**src/rtl/audio_gain_sched.sv**
```systemverilog
// Stereo gain stage: per-frame gain ramp, one shared multiplier.
// Four-state schedule from frame capture to registered, saturated output.
module audio_gain_sched #(
  parameter int GAIN_W    = 12,
  parameter int RAMP_STEP = 64
) (
  input  logic              clk,
  input  logic              rst,
  input  logic              valid,
  input  logic [15:0]       lft_in,
  input  logic [15:0]       rht_in,
  input  logic [GAIN_W-1:0] vol,
  input  logic              mute,
  input  logic              ovr_clr,
  output logic [15:0]       lft_out,
  output logic [15:0]       rht_out,
  output logic              out_vld,
  output logic              busy,
  output logic              overrun
);

  localparam int PW = 16 + GAIN_W + 1;
  localparam int DW = GAIN_W + 2;
  localparam logic signed [PW-1:0] SMAX = PW'(32767);
  localparam logic signed [PW-1:0] SMIN = PW'(-32768);

  typedef enum logic [1:0] {
    IDLE,
    MUL_L,
    MUL_R,
    UPD
  } state_t;

  state_t                   r_state;
  state_t                   w_next;
  logic                     r_valid_d;
  logic                     w_edge;
  logic signed [15:0]       r_lft;
  logic signed [15:0]       r_rht;
  logic        [GAIN_W-1:0] r_geff;
  logic        [GAIN_W-1:0] w_target;
  logic        [GAIN_W-1:0] w_gnext;
  logic signed [DW-1:0]     w_diff;
  logic signed [DW-1:0]     w_abs;
  logic signed [DW-1:0]     w_step;
  logic signed [15:0]       w_mul_a;
  logic signed [PW-1:0]     w_prod;
  logic signed [PW-1:0]     r_prod_l;
  logic signed [PW-1:0]     r_prod_r;
  logic        [15:0]       r_lo;
  logic        [15:0]       r_ro;
  logic                     r_vld;
  logic                     r_ovr;

  function automatic logic [15:0] scale(
    input logic signed [PW-1:0] p
  );
    logic signed [PW-1:0] s;
    s = p >>> (GAIN_W - 1);
    if (s > SMAX)
      return 16'h7fff;
    else if (s < SMIN)
      return 16'h8000;
    else
      return s[15:0];
  endfunction

  assign w_edge = valid & ~r_valid_d;
  assign w_target = mute ? '0 : vol;
  assign w_step = DW'(RAMP_STEP);
  assign w_diff = $signed({2'b00, w_target})
                - $signed({2'b00, r_geff});
  assign w_abs = w_diff[DW-1] ? -w_diff : w_diff;

  always_comb begin
    w_gnext = w_target;
    if (w_abs > w_step) begin
      if (w_diff[DW-1])
        w_gnext = r_geff - GAIN_W'(RAMP_STEP);
      else
        w_gnext = r_geff + GAIN_W'(RAMP_STEP);
    end
  end

  // One multiplier, operand steered by schedule state
  assign w_mul_a = (r_state == MUL_R) ? r_rht : r_lft;
  assign w_prod = PW'(w_mul_a)
                * PW'($signed({1'b0, r_geff}));

  always_comb begin
    w_next = r_state;
    unique case (r_state)
      IDLE:    if (w_edge) w_next = MUL_L;
      MUL_L:   w_next = MUL_R;
      MUL_R:   w_next = UPD;
      UPD:     w_next = IDLE;
      default: w_next = IDLE;
    endcase
  end

  always_ff @(posedge clk) begin
    if (rst) begin
      r_state   <= IDLE;
      r_valid_d <= 1'b1;
      r_lft     <= '0;
      r_rht     <= '0;
      r_geff    <= '0;
      r_prod_l  <= '0;
      r_prod_r  <= '0;
      r_lo      <= '0;
      r_ro      <= '0;
      r_vld     <= 1'b0;
      r_ovr     <= 1'b0;
    end else begin
      r_state   <= w_next;
      r_valid_d <= valid;
      r_vld     <= 1'b0;
      if (r_state == IDLE && w_edge) begin
        r_lft  <= lft_in;
        r_rht  <= rht_in;
        r_geff <= w_gnext;
      end
      if (r_state == MUL_L)
        r_prod_l <= w_prod;
      if (r_state == MUL_R)
        r_prod_r <= w_prod;
      if (r_state == UPD) begin
        r_lo  <= scale(r_prod_l);
        r_ro  <= scale(r_prod_r);
        r_vld <= 1'b1;
      end
      // A drop in the same cycle as a clear keeps the flag
      if (w_edge && r_state != IDLE)
        r_ovr <= 1'b1;
      else if (ovr_clr)
        r_ovr <= 1'b0;
    end
  end

  assign lft_out = r_lo;
  assign rht_out = r_ro;
  assign out_vld = r_vld;
  assign overrun = r_ovr;
  assign busy    = (r_state != IDLE);

endmodule
```
**config.mk**
```make
export PLATFORM = sky130hd
export DESIGN_NAME = audio_gain_sched
export DESIGN_NICKNAME = d
export VERILOG_FILES = /design/src/rtl/audio_gain_sched.sv
export SDC_FILE = /design/constraint.sdc
export NUM_CORES = 1
export LEC_CHECK = 0
export ABC_AREA = 1
export CAP_MARGIN = 5
export CORE_MARGIN = 8
export CORE_UTILIZATION = 53
export DETAILED_ROUTE_END_ITERATION = 6
export GPL_TIMING_DRIVEN = 0
export PLACE_DENSITY = 0.82
export SYNTH_ARGS = -nofsm -noshare
export SYNTH_HDL_FRONTEND = slang
export SYNTH_SLANG_ARGS = --single-unit
```
**constraint.sdc**
```tcl
create_clock -name clk -period 6.67 [get_ports clk]
set_input_delay 1.334 -clock clk [delete_from_list [all_inputs] [get_ports clk]]
set_output_delay 1.334 -clock clk [all_outputs]
set_load 0.005 [all_outputs]
```
==> flow_summary_export.csv, run 1 <==
group,metric,value,unit
logic_synthesis,ys_types,40,
route,post_drt_wl_per_cell,16.47,um
critical_path,endpoint_kind,"flop",
die,design.die.area,30000,sq um
logic_synthesis,yosys_warnings,0,
sta,slew_headroom,0.4633,
layout,diodes,0,
sta,min_period,6.381,ns
placed_design,place_congestion,0.9816,
layout,nNetsFinal,2215,
die,ios,84,
clock_tree,htree_levels,4,
layout,fin_util,0.6277,
global_route,grt_max_degree,17,
clock_tree,cts_buffers,17,
layout,fin_area,15260,sq um
hold_path,hp-class,"reg -> reg",
die,rows,57,
clock_tree,clock_latency,0.42,ns
sta,holdWs,0.4574,ns
clock_tree,root_buffer,"clkbuf_16",
route,drc_errors,0,
logic_synthesis,synth-main-ff-cell,"dfxtp_1",
clock_tree,clk_path_buf_depth,2,
critical_path,cp_max_fo,10,
sta,fin_skew,0.007231,ns
die,start_util,0.5387,
sta,maxSlewViolCount,0,
logic_synthesis,syn_nets,2104,
layout,final_layout_size_suffix_gt1_frac,0.06841,
sta,hold_viol,0,
route,dr_total_vias,12120,
power_and_ir_drop,p_leak,0.007626,uW
clock_tree,clk_pin_slew_worst_paths,0.06,ns
global_route,grt_pass1_vias,11985,
layout,layout_common_cells,"394 x inv_1, 299 x nand2_1, 250 x nor2_1",
route,drtIter0Drc,1180,
clock_tree,cts_hold_buf,0,
critical_path,crit_path_start_kind,"flop",
layout,area_delta_synth_final,16.52,%
critical_path,cp_data_arrival_time,6.70,ns
sta,period_share,0.9566,
layout,final_common_cell,"inv_1",
power_and_ir_drop,ir_worst_vdd,0.1924,mV
logic_synthesis,syn-instance-count,1791,
clock_tree,cts_tree,"yes",
logic_synthesis,syn_avg_cell_area,7.314,sq um
route,viasPerCell,5.413,
route,detail-route-antenna-nets,0,
global_route,grt.busiest_layer,"met2",
run,drv_cap,0,
global_route,use_met2,0.4011,
route,firstDrtPassIters,5,
sta,max_freq,156.7,MHz
critical_path,critical_path_class,"reg -> reg",
global_route,grt_pass1_wl,60930,um
die,fp.dieH,173.2,um
die,die_w,173.2,um
power_and_ir_drop,powerDensity,217.5,nW/um^2
placed_design,dp_hpwl,29750,um
clock_tree,cts_sinks,117,
logic_synthesis,synth_edf_count,0,
outcome,status,"completed",
logic_synthesis,ys_seq_area_frac,0.1788,
sta,worst_pin_slew,0.8051,ns
placed_design,port_buffers,82,
logic_synthesis,async_reset_ff_frac,0,
global_route,antenna_found_initial,0,
global_route,grt-ovfl-total,0,
sta,setup_viol,0,
logic_synthesis,synthesis.area,13100,sq um
global_route,met1_usage,0.3286,
logic_synthesis,ys_ff_latch,117,
route,routed_wirelength,36880,um
global_route,grt_usage,0.2504,
critical_path,worstPathRequired,6.99,ns
global_route,grt_use_met3,0.04988,
placed_design,place_area,14330,sq um
die,core_area,24320,sq um
Yosys cell counts, types with 11 or more instances:
| library cell | n | area, sq um |
|---|---|---|
| inv_1 | 398 | 1494 |
| nand2_1 | 299 | 1122 |
| nor2_1 | 250 | 938.4 |
| fa_1 | 179 | 3583 |
| dfxtp_1 | 117 | 2342 |
| o21ai_0 | 113 | 565.5 |
| a21oi_1 | 101 | 505.5 |
| ha_1 | 85 | 1064 |
| nand3_1 | 69 | 345.3 |
| clkbuf_1 | 47 | 176.4 |
| xor2_1 | 18 | 157.7 |
| nand4_1 | 12 | 75.07 |
| nand2_2 | 11 | 68.82 |
| nor3_1 | 11 | 55.05 |
where the power goes:
group | internal, uW | leakage [uW] | switching (uW)
Combinational | 463 | 0.00637 | 964
Clock | 640 | 0.000301 | 353
Sequential | 823 | 0.000952 | 78.0
sequential cells by signal (all words and copies together) (netlist names):
register,cells
r_prod_r,18
r_geff,12
overrun,1
r_state,2
lft_out,16
r_prod_l,18
r_lft,16
rht_out,16
out_vld,1
r_valid_d,1
r_rht,16
metrics by stage:
step	power [uW]	instances	worst slack, ns	setup TNS (ns)
after floorplan	1764	1791	0.5969	0
after global placement	2171	2197	-0.8486	-11.96
after detailed placement	2203	2197	-0.9397	-13.51
after CTS	3234	2231	-0.01650	-0.01650
after global routing	3525	2239	-0.03650	-0.06477
final	3321	2239	0.2894	0
cell type report:
| cell class | count | area (sq um) |
|---|---|---|
| repair buffers | 93 | 903.4 |
| clock inverters | 13 | 195.2 |
| inverters | 408 | 1535 |
| well taps | 324 | 405.4 |
| clock buffers | 19 | 442.9 |
| flip-flops and latches | 117 | 2342 |
| multi-input cells | 1214 | 9205 |
| fillers | 2007 | 9055 |
| plain buffers | 51 | 235.2 |
cell families (layout without fill, tap and decap cells):
| kind of cell | count (synthesis) | after routing | share of synthesized area |
|---|---|---|---|
| AO/OA/AOI/OAI | 252 | 252 | 0.1033 |
| buffers and inverters | 460 | 584 | 0.1330 |
| flip-flops | 117 | 117 | 0.1788 |
| adder cells (fa/ha/maj) | 264 | 264 | 0.3547 |
| XOR/XNOR | 24 | 24 | 0.01605 |
| AND/OR/NAND/NOR | 674 | 674 | 0.2140 |
critical path, cell delays in order, from the launching register on:
cell and delay [ns]:
dfxtp_1 0.38, inv_2 0.09, ha_4 0.19, buf_6 0.15
o21ai_4 0.29, buf_8 0.18, nor2_1 0.11, fa_1 0.62
inv_1 0.07, fa_2 0.62, clkinvlp_4 0.09, buf_4 0.17
fa_1 0.50, fa_1 0.50, inv_1 0.06, fa_1 0.56
inv_1 0.05, ha_1 0.40, a21oi_2 0.18, o21a_1 0.12
inv_1 0.05, a21oi_1 0.12, o21ai_0 0.12, a21oi_2 0.17
xor2_2 0.26, nand2_1 0.09, nand2_1 0.07, inv_1 0.03
timing repair:
item	CTS	global route
buffers inserted	2	9
resized for setup	32	41
endpoints found under the setup margin	32	26
pin swaps	1	6
routing by layer:
layer  wire length (um)  share of wire
met1              15070           0.41
met2              16880           0.46
met3               3495          0.095
met4               1434          0.039
met5                  0              0
path summary, 6_finish.rpt:
check,endpoint,startpoint,slack [ns],depth (start not counted)
setup / recovery,r_prod_r[27]$_SDFFE_PP0P_,r_state[0]$_SDFFE_PP0P_,0.29,27
hold / removal,r_rht[6]$_SDFFE_PP0P_,r_rht[6]$_SDFFE_PP0P_,0.46,2
setup reg to reg,r_prod_r[27]$_SDFFE_PP0P_,r_state[0]$_SDFFE_PP0P_,0.29,27
hold reg to reg,r_rht[6]$_SDFFE_PP0P_,r_rht[6]$_SDFFE_PP0P_,0.46,2
(Power assumes the default switching activity.)
==> inputs of run 2 (changes only) <==
--- a/config.mk
+++ b/config.mk
@@ -12,6 +12,7 @@
 export DETAILED_ROUTE_END_ITERATION = 6
 export GPL_TIMING_DRIVEN = 0
 export PLACE_DENSITY = 0.82
+export SKIP_LAST_GASP = 1
 export SYNTH_ARGS = -nofsm -noshare
 export SYNTH_HDL_FRONTEND = slang
 export SYNTH_SLANG_ARGS = --single-unit
==> results of run 2 <==
Same layout as run 1: the final DEF is identical, and so are final timing and power.
==> patch 1, RTL diff (settings of run 2) <==
Re-encode `state_t` (4 states) as one-hot, 4 bits wide.
--- a/src/rtl/audio_gain_sched.sv
+++ b/src/rtl/audio_gain_sched.sv
@@ -25,9 +25,9 @@
   localparam logic signed [PW-1:0] SMIN = PW'(-32768);
 
-  typedef enum logic [1:0] {
-    IDLE,
-    MUL_L,
-    MUL_R,
-    UPD
+  typedef enum logic [3:0] {
+    IDLE  = 4'b0001,
+    MUL_L = 4'b0010,
+    MUL_R = 4'b0100,
+    UPD   = 4'b1000
   } state_t;
 
Function: same outputs for any inputs over 4 cycles, from zero or initial values and one cycle with rst high; so few cycles prove little.
==> patch 1 against run 2 <==
Sequential cell count increased by 2. Die area is 1.0% higher. Global-route usage up 0.054 points. Final area rose by 0.90%. Worst setup slack got worse by 0.015 ns. Synthesized area grew 1.1%. Routed wire length increased by 1.0%. Critical endpoint is now r_prod_l[24]. Largest cell class unchanged.
Power is not compared: it rests on default switching activity, and its combinational part moved more than twofold at a synthesized area within 25%.
==> patch 1: results (changes against run 2) <==
WL per Instance=16.1 µm (-2.0%); drt first pass iters=7 (+2); dpl hpwl=30.3 mm (+1.8%); initial antenna violation count=0 (unchanged); post-synthesis mux area share=0% (unchanged); Final Skew=0.00965 ns (+0.00242 ns); # Post-CTS Setup Buffers=0 (-2); xor and xnor fraction of the mapped netlist area=1.11% (-0.49 points); clock-pin slew on the worst setup and hold paths=0.06 ns (about the same); Worst Hold Path Cells=2 (unchanged); Worst R2R Start=r_state[1]; Commonest cells post-synth=434 x inv_1, 374 x nand2_1, 210 x nor2_1; IO Port Bufs=82 (unchanged); VDD IR max=183 µV; worst-path maximum fanout=10 (unchanged); slowest CP cell=fa_1; Initial DRC Count=947 (-20%); Worst Path Arrival=6.71 ns (about the same); Crit path largest cell delay=0.57 ns (-0.05 ns); dpl cell area=14500 µm² (+1.1%); Synth Area in Compound Gates=9.63% (-0.71 points); Hold Crit Endpoint=r_lft[15]; Hold WS=0.452 ns (-0.00506 ns); H-tree Lvls=4 (unchanged); Synth warnings=0 (unchanged); Skew-Pair Late Insertion Delay=0.43 ns; Netlist cell types=42 (+5.0%); outcome=completed; type of the worst min-delay path=reg -> reg; share of cells above drive strength 1=5.81% (-1.0 points); Reg2Reg Setup Slack=0.27 ns (-0.02 ns); Syn Nets=2157 (+2.5%); Adder-Cell Fraction of Synth Area=34.6% (-0.86 points); CTS resizes=28 (-13%); reg2reg path depth=26 (-3.7%); hold path startpoint=r_lft[15]; total number of vias=12372 (+2.1%); CP delay by family, top=adder cells; Area contributors post-synth=fa_1 27%, dfxtp_1 18%, inv_1 12%; FF-to-FF End=r_prod_l[24]; static leakage=7.58 nW; Multi-input gate area=9200 µm² (about the same); Antenna diodes=0 (unchanged); Seq pwr share=34.6%; GP Congestion=0.923 (-6.0%); fill cell count=2196 (+9.4%); Synth Area per Inst=7.16 µm² (-2.1%); global-route wire length before repair=61.4 mm (+0.82%); Worst-Margin Slew=0.714 ns (-0.0913 ns); sequential element share of the synthesized area=18.0% (+0.11 points); Place WS=-0.695 ns (+0.244 ns); combinational power=0.452 mW; global-route usage over all layers=25.1% (+0.054 points); post-DR vias/cell=5.36 (-0.97%); CTS buffer count=17 (unchanged); clk root buf=clkbuf_16; largest net degree at the start of global routing=17 (unchanged); Nets=2274 (+2.7%)
patch 1: how the worst max path moves through the flow:
stage               startpoint           end  slack [ns]  cells after the start
floorplan           r_state[1]  r_prod_l[24]        0.75                     26
global placement    r_state[1]  r_prod_l[25]       -0.61                     28
detailed placement  r_state[1]  r_prod_l[25]       -0.70                     28
CTS                 r_state[1]  r_prod_l[25]      -0.007                     26
global route        r_state[1]  r_prod_l[26]       -0.08                     26
finish              r_state[1]  r_prod_l[24]        0.27                     26
patch 1: final cells by class:
type	instances	area share [%]
Buffer	51	1.36
Sequential cell	119	15.5
Tap cell	330	2.68
Timing Repair Buffer	98	6.11
Clock inverter	13	0.934
Inverter	440	10.9
Clock buffer	18	2.85
Multi-Input combinational cell	1239	59.7
patch 1: routing by layer:
metal	GRT usage, %	vias to the layer above	wire length, µm
met4	9.83	0	1230
li1	-	5829	-
met1	33.2	5969	15800
met5	0	-	0
met3	3.82	78	2770
met2	40.8	496	17400
==> patch 2, RTL diff (flow settings as in run 2) <==
Without the edit above. `GAIN_W`: 12 -> 8.
--- a/src/rtl/audio_gain_sched.sv
+++ b/src/rtl/audio_gain_sched.sv
@@ -2,5 +2,5 @@
 // Four-state schedule from frame capture to registered, saturated output.
 module audio_gain_sched #(
-  parameter int GAIN_W    = 12,
+  parameter int GAIN_W    = 8,
   parameter int RAMP_STEP = 64
 ) (
Interface: changed (resized vol); port bits go from 84 to 80. No check against the original RTL was run, so the function may have changed too.
==> patch 2 against run 2 <==
Largest cell class unchanged. Power is 10% lower. Worst setup slack better by 0.0092 ns. Combinational power shrank 22%. Sequential cell count shrank 4. Via count shrank 26%. Worst hold slack worse by 0.0026 ns. Final cell count is 24% lower. Maximum frequency increased by 0.15%. Synthesized area shrank 26%. Routed wire length is 32% lower. Final area decreased by 25%.
==> patch 2: results (changes against run 2) <==
dpl hpwl=19.7 mm (-34%); hold path startpoint=r_lft[2]; Synth warnings=0 (unchanged); grt ovf=0 (unchanged); Syn Nets=1567 (-26%); Worst-Margin Slew=0.999 ns (+0.194 ns); Non-CTS buffers=123 (-15%); global-route wire length before repair=41.7 mm (-32%); Netlist cell types=39 (-2.5%); VDD IR max=291 µV (+51%); FF-to-FF End=r_prod_l[24]; GP Congestion=0.927 (-5.6%); Commonest cells post-synth=264 x inv_1, 247 x nand2_1, 195 x nor2_1; slowest CP cell=fa_1; CTS buffer count=17 (unchanged); reg2reg path depth=26 (-3.7%); Reg2Reg Setup Slack=0.30 ns; CTS resizes=0 (-100%); Data buffer area share=8.40% (+0.95 points); global-route usage over all layers=22.8% (-2.3 points); clk root buf=clkbuf_16; # Post-CTS Setup Buffers=0 (-2); fraction of standard cell area in multi-input logic=54.7% (-5.6 points); type of the worst min-delay path=reg -> reg; WL final=25.0 mm (-32%); Nets=1664 (-25%); Worst Hold Path Cells=2 (unchanged); sequential element share of the synthesized area=23.2% (+5.4 points); Critical path origin=r_state[0]; Hold Crit Endpoint=r_lft[2]; outcome=completed; Initial DRC Count=590 (-50%); register area=2260 µm² (-3.4%); fill cell count=1504 (-25%); Final Skew=0.00807 ns (+0.000837 ns); Skew-Pair Late Insertion Delay=0.43 ns; initial antenna violation count=0 (unchanged); comb_multi_in=929 (-23%); CTS Sinks=113 (-3.4%); static leakage=5.68 nW (-25%); Area contributors post-synth=dfxtp_1 23%, fa_1 21%, inv_1 10%; Worst Path Arrival=6.70 ns (about the same); CP delay by family, top=adder cells; Worst R2R Start=r_state[0]; Async S/R FF share, synth=0% (unchanged); clock-pin slew on the worst setup and hold paths=0.06 ns (about the same); IO Port Bufs=78 (-4.9%); worst-path maximum fanout=10 (unchanged); count of non-CTS inverters in the layout=273 (-33%); post-DR vias/cell=5.26 (-2.9%); H-tree Lvls=4 (unchanged); Crit path largest cell delay=0.61 ns; Hold WS=0.455 ns (-0.00260 ns); drt first pass iters=6 (+1); Clock buf/inv share=5.64% (+1.5 points); vias in the first global route=8841 (-26%); Setup TNS=0 ns (unchanged); share of cells above drive strength 1=4.35% (-2.5 points)
patch 2: stage by stage:
stage | setup WS, ns | std cells | cell area, µm²
global placement | 0.229 | 1667 | 10800
global route | 0.00540 | 1699 | 11400
detailed placement | 0.226 | 1667 | 10800
finish | 0.299 | 1699 | 11400
CTS | 0.168 | 1699 | 11400
floorplan | 1.15 | 1360 | 9730
patch 2: report_power, final:
group          total [mW]  leakage (nW)  internal [mW]  switching (mW)
clock network        1.01         0.314          0.638           0.371
logic                1.11          4.45          0.367           0.743
registers           0.866         0.920          0.799          0.0666
total                2.98          5.68           1.80            1.18
patch 2: cell families after synthesis:
family	after synthesis	synth area share, %
and+or+nand+nor	533	22.4
AOI/OAI and AO/OA	219	12.0
xor gates and xnor gates	15	1.35
adders and majority gates	162	28.7
DFF	113	23.2
buffers and inverters	318	12.4
patch 2: routing by layer:
metal	GRT usage, %	up-vias	part of all wire (%)
li1	-	4380	-
met3	4.57	58	6.7
met1	27.2	4163	42
met4	9.46	0	3.2
met2	39.4	330	49
met5	0	-	0
